`config.mk`:
```
export PLATFORM = sky130hd
export DESIGN_NAME = fu_scoreboard
export DESIGN_NICKNAME = d
export VERILOG_FILES = /design/src/rtl/fu_pkg.sv /design/src/rtl/fu_wb_arb.sv /design/src/rtl/fu_scoreboard.sv
export SDC_FILE = /design/constraint.sdc
export NUM_CORES = 1
export LEC_CHECK = 0
export ABC_AREA = 1
export CAP_MARGIN = 20
export CORE_ASPECT_RATIO = 1.4
export CORE_MARGIN = 1
export CORE_UTILIZATION = 40
export CTS_CLUSTER_DIAMETER = 120
export DETAILED_ROUTE_END_ITERATION = 8
export PLACE_DENSITY = 0.59
export SYNTH_ARGS = -nofsm -noshare
export SYNTH_HDL_FRONTEND = slang
export SYNTH_SLANG_ARGS = --single-unit
export TNS_END_PERCENT = 10
```
`constraint.sdc`:
```
create_clock -name clk -period 2.9 [get_ports clk]
set_clock_uncertainty 0.05 [all_clocks]
set_input_delay 0.725 -clock clk [delete_from_list [all_inputs] [get_ports clk]]
set_output_delay 0.725 -clock clk [all_outputs]
set_load 0.05 [all_outputs]
```
`src/rtl/fu_pkg.sv`:
```
// fu_pkg
// Shared definitions for the multi-cycle execution unit scoreboard.
//   NUNITS/NFILES/NREGS/LATW : default scoreboard geometry
//   UW/FW/RW                 : derived index widths for the default geometry
//   FILE_INT/FILE_FP         : register file indices
//   iss_req_t                : one D-stage issue request (valid, unit, latency,
//                              destination and both sources) at default widths
package fu_pkg;

    localparam int NUNITS = 2;
    localparam int NFILES = 2;
    localparam int NREGS  = 32;
    localparam int LATW   = 5;

    localparam int UW = (NUNITS > 1) ? $clog2(NUNITS) : 1;
    localparam int FW = (NFILES > 1) ? $clog2(NFILES) : 1;
    localparam int RW = $clog2(NREGS);

    localparam int FILE_INT = 0;
    localparam int FILE_FP  = 1;

    typedef struct packed {
        logic            valid;
        logic [UW-1:0]   unit;
        logic [LATW-1:0] lat;
        logic [RW-1:0]   rd;
        logic [FW-1:0]   rd_file;
        logic            rd_we;
        logic [RW-1:0]   rs1;
        logic [FW-1:0]   rs1_file;
        logic            rs1_use;
        logic [RW-1:0]   rs2;
        logic [FW-1:0]   rs2_file;
        logic            rs2_use;
    } iss_req_t;

endpackage

```
`src/rtl/fu_wb_arb.sv`:
```
// fu_wb_arb
// Fixed-priority arbiter for the shared register-file write port.
// The lowest-index requester wins; nothing is granted while the port is busy.
//   req_i   : per-unit writeback request
//   ready_i : shared write port is free this cycle
//   gnt_o   : one-hot grant
//   idx_o   : index of the granted unit (0 when nothing is granted)
//   valid_o : a grant is issued this cycle
module fu_wb_arb #(
    parameter int N  = 2,
    parameter int IW = 1
) (
    input  logic [N-1:0]  req_i,
    input  logic          ready_i,
    output logic [N-1:0]  gnt_o,
    output logic [IW-1:0] idx_o,
    output logic          valid_o
);

    logic found;

    // Scan upward and stop at the first requester so unit 0 always wins.
    always_comb begin
        gnt_o   = '0;
        idx_o   = '0;
        found   = 1'b0;
        valid_o = ready_i & (|req_i);
        for (int i = 0; i < N; i++) begin
            if (req_i[i] && ready_i && !found) begin
                gnt_o[i] = 1'b1;
                idx_o    = IW'(i);
                found    = 1'b1;
            end
        end
    end

endmodule

```
`src/rtl/fu_scoreboard.sv`:
```
// fu_scoreboard
// Issue scoreboard and writeback arbiter for the non-pipelined multi-cycle units.
// Tracks pending destinations per register file, stalls decode on RAW/WAW/
// structural hazards, counts each unit's latency and hands the single shared
// write port to the lowest-index finishing unit.
//   clk, reset (async, active-low), flush (kills this cycle's issue)
//   iss_*      : decode-stage request (unit, latency, rd, rs1, rs2)
//   iss_stall  : hold fetch/decode
//   iss_fire   : request accepted this cycle
//   unit_busy  : registered per-unit occupancy
//   wb_ready   : shared write port free
//   wb_*       : granted writeback (valid, unit, rd, file, we)
module fu_scoreboard #(
    parameter int NUNITS    = fu_pkg::NUNITS,
    parameter int NFILES    = fu_pkg::NFILES,
    parameter int NREGS     = fu_pkg::NREGS,
    parameter int LATW      = fu_pkg::LATW,
    parameter int ZERO_FILE = fu_pkg::FILE_INT,
    localparam int UW = (NUNITS > 1) ? $clog2(NUNITS) : 1,
    localparam int FW = (NFILES > 1) ? $clog2(NFILES) : 1,
    localparam int RW = $clog2(NREGS)
) (
    input  logic              clk,
    input  logic              reset,
    input  logic              flush,
    input  logic              iss_valid,
    input  logic [UW-1:0]     iss_unit,
    input  logic [LATW-1:0]   iss_lat,
    input  logic [RW-1:0]     iss_rd,
    input  logic [FW-1:0]     iss_rd_file,
    input  logic              iss_rd_we,
    input  logic [RW-1:0]     iss_rs1,
    input  logic [FW-1:0]     iss_rs1_file,
    input  logic              iss_rs1_use,
    input  logic [RW-1:0]     iss_rs2,
    input  logic [FW-1:0]     iss_rs2_file,
    input  logic              iss_rs2_use,
    output logic              iss_stall,
    output logic              iss_fire,
    output logic [NUNITS-1:0] unit_busy,
    input  logic              wb_ready,
    output logic              wb_valid,
    output logic [UW-1:0]     wb_unit,
    output logic [RW-1:0]     wb_rd,
    output logic [FW-1:0]     wb_file,
    output logic              wb_we
);

    logic [NREGS-1:0]  pend_q [NFILES];
    logic [NREGS-1:0]  pend_d [NFILES];
    logic [NUNITS-1:0] busy_q;
    logic [LATW-1:0]   cnt_q  [NUNITS];
    logic [RW-1:0]     rd_q   [NUNITS];
    logic [FW-1:0]     file_q [NUNITS];
    logic [NUNITS-1:0] we_q;

    logic [NUNITS-1:0] req;
    logic [NUNITS-1:0] gnt;
    logic [NUNITS-1:0] unit_fire;
    logic [UW-1:0]     gnt_idx;
    logic              gnt_valid;
    logic [LATW-1:0]   lat_eff;
    logic              hazard;
    logic              rd_is_zero;

    // Hazards look only at registered state: a result being granted this
    // cycle still blocks its readers until the following cycle.
    assign hazard = (iss_rs1_use & pend_q[iss_rs1_file][iss_rs1])
                  | (iss_rs2_use & pend_q[iss_rs2_file][iss_rs2])
                  | (iss_rd_we   & pend_q[iss_rd_file][iss_rd])
                  | busy_q[iss_unit];

    assign iss_stall = iss_valid & ~flush & hazard;
    assign iss_fire  = iss_valid & ~flush & ~hazard;

    // A zero latency would never reach the count of 1 that raises a request.
    assign lat_eff    = (iss_lat == '0) ? LATW'(1) : iss_lat;
    assign rd_is_zero = (iss_rd_file == FW'(ZERO_FILE)) && (iss_rd == '0);

    // Per-unit occupancy and latency countdown; cnt parks at 1 while the
    // unit waits for the write port, so a late grant never loses a result.
    for (genvar u = 0; u < NUNITS; u++) begin : g_unit
        assign unit_fire[u] = iss_fire && (iss_unit == UW'(u));
        assign req[u]       = busy_q[u] && (cnt_q[u] == LATW'(1));

        always_ff @(posedge clk or negedge reset) begin
            if (!reset) begin
                busy_q[u] <= 1'b0;
                cnt_q[u]  <= '0;
                rd_q[u]   <= '0;
                file_q[u] <= '0;
                we_q[u]   <= 1'b0;
            end else if (unit_fire[u]) begin
                busy_q[u] <= 1'b1;
                cnt_q[u]  <= lat_eff;
                rd_q[u]   <= iss_rd;
                file_q[u] <= iss_rd_file;
                we_q[u]   <= iss_rd_we;
            end else if (gnt[u]) begin
                busy_q[u] <= 1'b0;
            end else if (busy_q[u] && (cnt_q[u] > LATW'(1))) begin
                cnt_q[u]  <= cnt_q[u] - LATW'(1);
            end
        end
    end

    fu_wb_arb #(
        .N  (NUNITS),
        .IW (UW)
    ) u_wb_arb (
        .req_i   (req),
        .ready_i (wb_ready),
        .gnt_o   (gnt),
        .idx_o   (gnt_idx),
        .valid_o (gnt_valid)
    );

    // Granted results release their destination; a new issue marks its own.
    // The WAW stall keeps these two from ever touching the same bit.
    always_comb begin
        pend_d = pend_q;
        for (int u = 0; u < NUNITS; u++) begin
            if (gnt[u] && we_q[u]) begin
                pend_d[file_q[u]][rd_q[u]] = 1'b0;
            end
        end
        if (iss_fire && iss_rd_we && !rd_is_zero) begin
            pend_d[iss_rd_file][iss_rd] = 1'b1;
        end
    end

    always_ff @(posedge clk or negedge reset) begin
        if (!reset) begin
            for (int f = 0; f < NFILES; f++) begin
                pend_q[f] <= '0;
            end
        end else begin
            pend_q <= pend_d;
        end
    end

    // Writeback fields are zeroed when idle so the port shows no stale unit.
    assign unit_busy = busy_q;
    assign wb_valid  = gnt_valid;
    assign wb_unit   = gnt_valid ? gnt_idx         : '0;
    assign wb_rd     = gnt_valid ? rd_q[gnt_idx]   : '0;
    assign wb_file   = gnt_valid ? file_q[gnt_idx] : '0;
    assign wb_we     = gnt_valid & we_q[gnt_idx];

endmodule
```
==> results summary <==
The estimated wirelength of the detail-placed design came out at 22700 µm. Synthesis instantiated 35 different standard cells from the library. The number of ports placed on the die boundary is 45. STA classifies the critical path endpoint as a primary output. IR analysis of the VDD net gives a maximum drop of 0.000550 V. The effective utilization at floorplan came out at 41.1%. The standard cell with the maximum stage delay on the critical path is o21ai_2. In this run the critical register-to-register path is captured at pend_q[39]. The final design utilization came out at 54.8%. The checks that failed: negative setup slack. The number of stages on the worst setup path is 14.

The global routing usage on met1 is 39.0%. The average vias per placed instance is 5.87. The path type of the worst setup path is input pin to primary output. The areal power density over the cells is 590 mW/mm².

The antenna violation net count after detailed routing is 0. The worst setup path endpoint is iss_fire. The area taken by flip-flops and latches came out at 0.00225 mm². The die covers 0.0192 mm². The total overflow left after global routing is 0. The count of endpoints failing hold in the final timing report came to 0. The fmax came out at 318 MHz. The number of global-route vias before repair is 8919. The number of remaining DRC errors is 0. The number of buffers and inverters on the critical path came out at 4.

Global routing consumed, over all layers together, 33.3% of the routing resources. The most used flip-flop cell after synthesis is dfrtp_1. The setup slack at placement is -0.774 ns. The first routing iteration left 1217 violations. For the worst setup path, the data arrival time is 2.37 ns.

The maximum fanout along the worst path came out at 8. In the synthesized netlist the async set-or-reset flop fraction comes to 100%. Of the available clock period, the critical path in the final layout requires 109%. The library cells used most frequently in the layout, excluding fill and tap cells, are nand2_1, nand3_1, inv_1.

The number of antenna diodes in the final layout is 0. The Yosys warning count came out at 0. The count of final max-slew check failures came out at 0. The path class of the tightest hold or removal check is input pin to async pin. The slew at the pin closest to its max-slew limit came out at 0.777 ns. The total wire length after detailed routing is 31800 µm. The initialized floorplan defines 58 standard-cell rows. The worst pin sits at a relative slew slack of 47.8%.

Routability-driven placement finished with a final weighted congestion of 1.00. The total setup violations reported at the end of the flow is 2. After detailed placement, the design holds a cell count of 1511. The register bit count reported by yosys came out at 90. The count of flip-flops with a built-in enable after synthesis is 0.

In this run the most used layer during global routing was met2. The cell seen most often among critical-path stages is nand2_1. Tracing the worst setup path back leads to its startpoint at iss_rd_file. The max-capacitance violation count came out at 0.

Setup repair after global routing could not meet its margin everywhere. Of the synthesized area, sequential elements account for 30.2%. The clock sink count is 90.

The startpoint identified for the worst register-to-register timing path is pend_q[63]. Subtracting the final worst setup slack from the clock period gives 3.15 ns. Broken down by cell family, the worst path's largest delay share belongs to simple AND/OR/NAND/NOR gates.

The global-route wire length before repair is 49100 µm. The maximum number of pins on one net before global-route repair is 64. The number of port buffers is 44. The slack of the worst reg-to-reg path is 0.34 ns. The clock transition at the registers of the reported paths is 0.07 ns. The placeable core region is 0.0181 mm².

The number of cells on the worst reg-to-reg path is 15. The clock reaches the later pin of the worst-skew pair after 0.35 ns. The post-synthesis instance area came out at 0.00746 mm². The final layout contains 1344 nets. TritonCTS built the clock tree. For this design the static power due to leakage is 4.65 nW. The hold buffer count at CTS came out at 0. The initial antenna violation count was 0.

The worst path setup slack after routing came out at -0.247 ns. The floorplan step set the die height to 164 µm. The library cell used most frequently in the layout, excluding fill and tap cells, is nand2_1. In the global route stage, met2 resource usage came out at 56.7%. Walking the worst path, the cells encountered are buf_16 > clkinv_8 > buf_12 > nand2_1 > nand3_1 > nand2_1 > o21ai_2 > nand2_1 > nor2_1 > nand2_1 > a21oi_4 > nand3_4 > nor2_4 > buf_12. In this design, the stage delay of the slowest critical-path cell is 0.21 ns. The finished layout holds 1553 standard cells, fillers aside. Synthesis handed over a netlist of 1192 instances. The number of filler instances in the final layout came out at 1835. Detailed routing inserted a total of 9123 vias. The met3 track demand over resource is 5.17%. The buffer levels on the longest clock path is 2. Counting the buffers created by CTS gives 9. Compared with the post-synthesis result, the final layout area differs by 33.2%.

The pre-antenna-repair detailed-routing pass consisted of 6 iterations. The data required time of the worst path is 2.12 ns. STA classifies the critical path startpoint as an input pin.

The routed wirelength normalized by instance count is 20.5 µm. The flow ran to the end, but the final reports show violations. The floorplan step set the die width to 117 µm. The sum of negative setup slack came out at -0.415 ns. CTS built an H-tree with a depth of 3.

Each instance of the synthesized netlist takes up on average 6.26 µm². The ratio of cells with drive above 1 in the final layout is 16.8%. The synthesized net count is 1228.

The root buffer cell chosen for the clock tree is clkbuf_16. The multi-input gate area in the final layout is 0.00452 mm².
[sequential cells by signal, summed over array words and instances (netlist names)]
register	count
cnt_q	10
rd_q	10
file_q	2
we_q	2
pend_q	64
unit_busy	2
[metrics by stage]
step / instance area (µm²) / total power [mW] / hold slack (ns)
3_5_place_dp: 9020 / 4.38 / 0.477
3_3_place_gp: 9020 / 4.36 / 0.474
6_report: 9940 / 5.86 / 0.245
5_1_grt: 9940 / 6.22 / 0.273
2_1_floorplan: 7530 / 3.37 / 0.379
4_1_cts: 9640 / 5.74 / 0.266
[worst min-delay path by stage]
stage                end  cells past startpoint  startpoint
2_1_floorplan   cnt_q[0]                      0       reset
3_5_place_dp    cnt_q[9]                      2    cnt_q[9]
3_3_place_gp    cnt_q[9]                      2    cnt_q[9]
6_report       file_q[1]                      1       reset
5_1_grt        file_q[1]                      1       reset
4_1_cts        file_q[1]                      1       reset
[per-layer routing]
layer | vias to the layer above | routed length, µm | share of wire (%)
met5 | - | 0 | 0
met4 | 0 | 2160 | 6.8
met3 | 155 | 2390 | 7.5
met2 | 515 | 15100 | 48
met1 | 4193 | 12100 | 38
li1 | 4260 | - | -
[repair_timing]
action,CTS,global route
setup endpoints to repair,93,50
buffers inserted,8,8
resized for setup,80,37
pin swaps,8,18
gates cloned,6,5
[cell usage after synthesis (10+ instances only)]
cell	number	area, µm²
a21oi_1	10	50.1
a221o_1	34	340
buf_2	24	120
clkbuf_1	35	131
dfrtp_1	90	2250
inv_1	137	514
nand2_1	344	1290
nand3_1	208	1040
nand4_1	33	206
nor2_1	75	282
nor3_1	50	250
o21ai_1	55	275
o311ai_0	14	123
o41ai_1	13	114
[kinds of logic (layout without fill, tap and decap cells)]
family / Yosys count / after routing / share of synthesized area [%]
adder cells (fa/ha/maj): 4 / 4 / 0.670
AO/OA/AOI/OAI: 151 / 151 / 14.2
flip-flops: 90 / 90 / 30.2
buffers and inverters: 218 / 339 / 11.9
XOR/XNOR: 8 / 8 / 0.939
AND/OR/NAND/NOR: 721 / 721 / 42.2
[report_power, final]
group          switching, mW  leakage [nW]  internal (mW)
combinational           1.77          3.50          0.923
sequential             0.370          1.00           1.52
clock                  0.519         0.147          0.759
total                   2.66          4.65           3.21
[final cells by class]
| class | count | share of cell area, % |
|---|---|---|
| inverter | 146 | 5.89 |
| sequential | 90 | 22.7 |
| clock buffer | 12 | 2.38 |
| timing repair buffer | 175 | 19.7 |
| timing repair inverter | 2 | 0.151 |
| clock inverter | 4 | 0.768 |
| tap | 240 | 3.02 |
| multi-input combinational | 884 | 45.5 |
No activity file was read; power rests on OpenSTA's default activity.
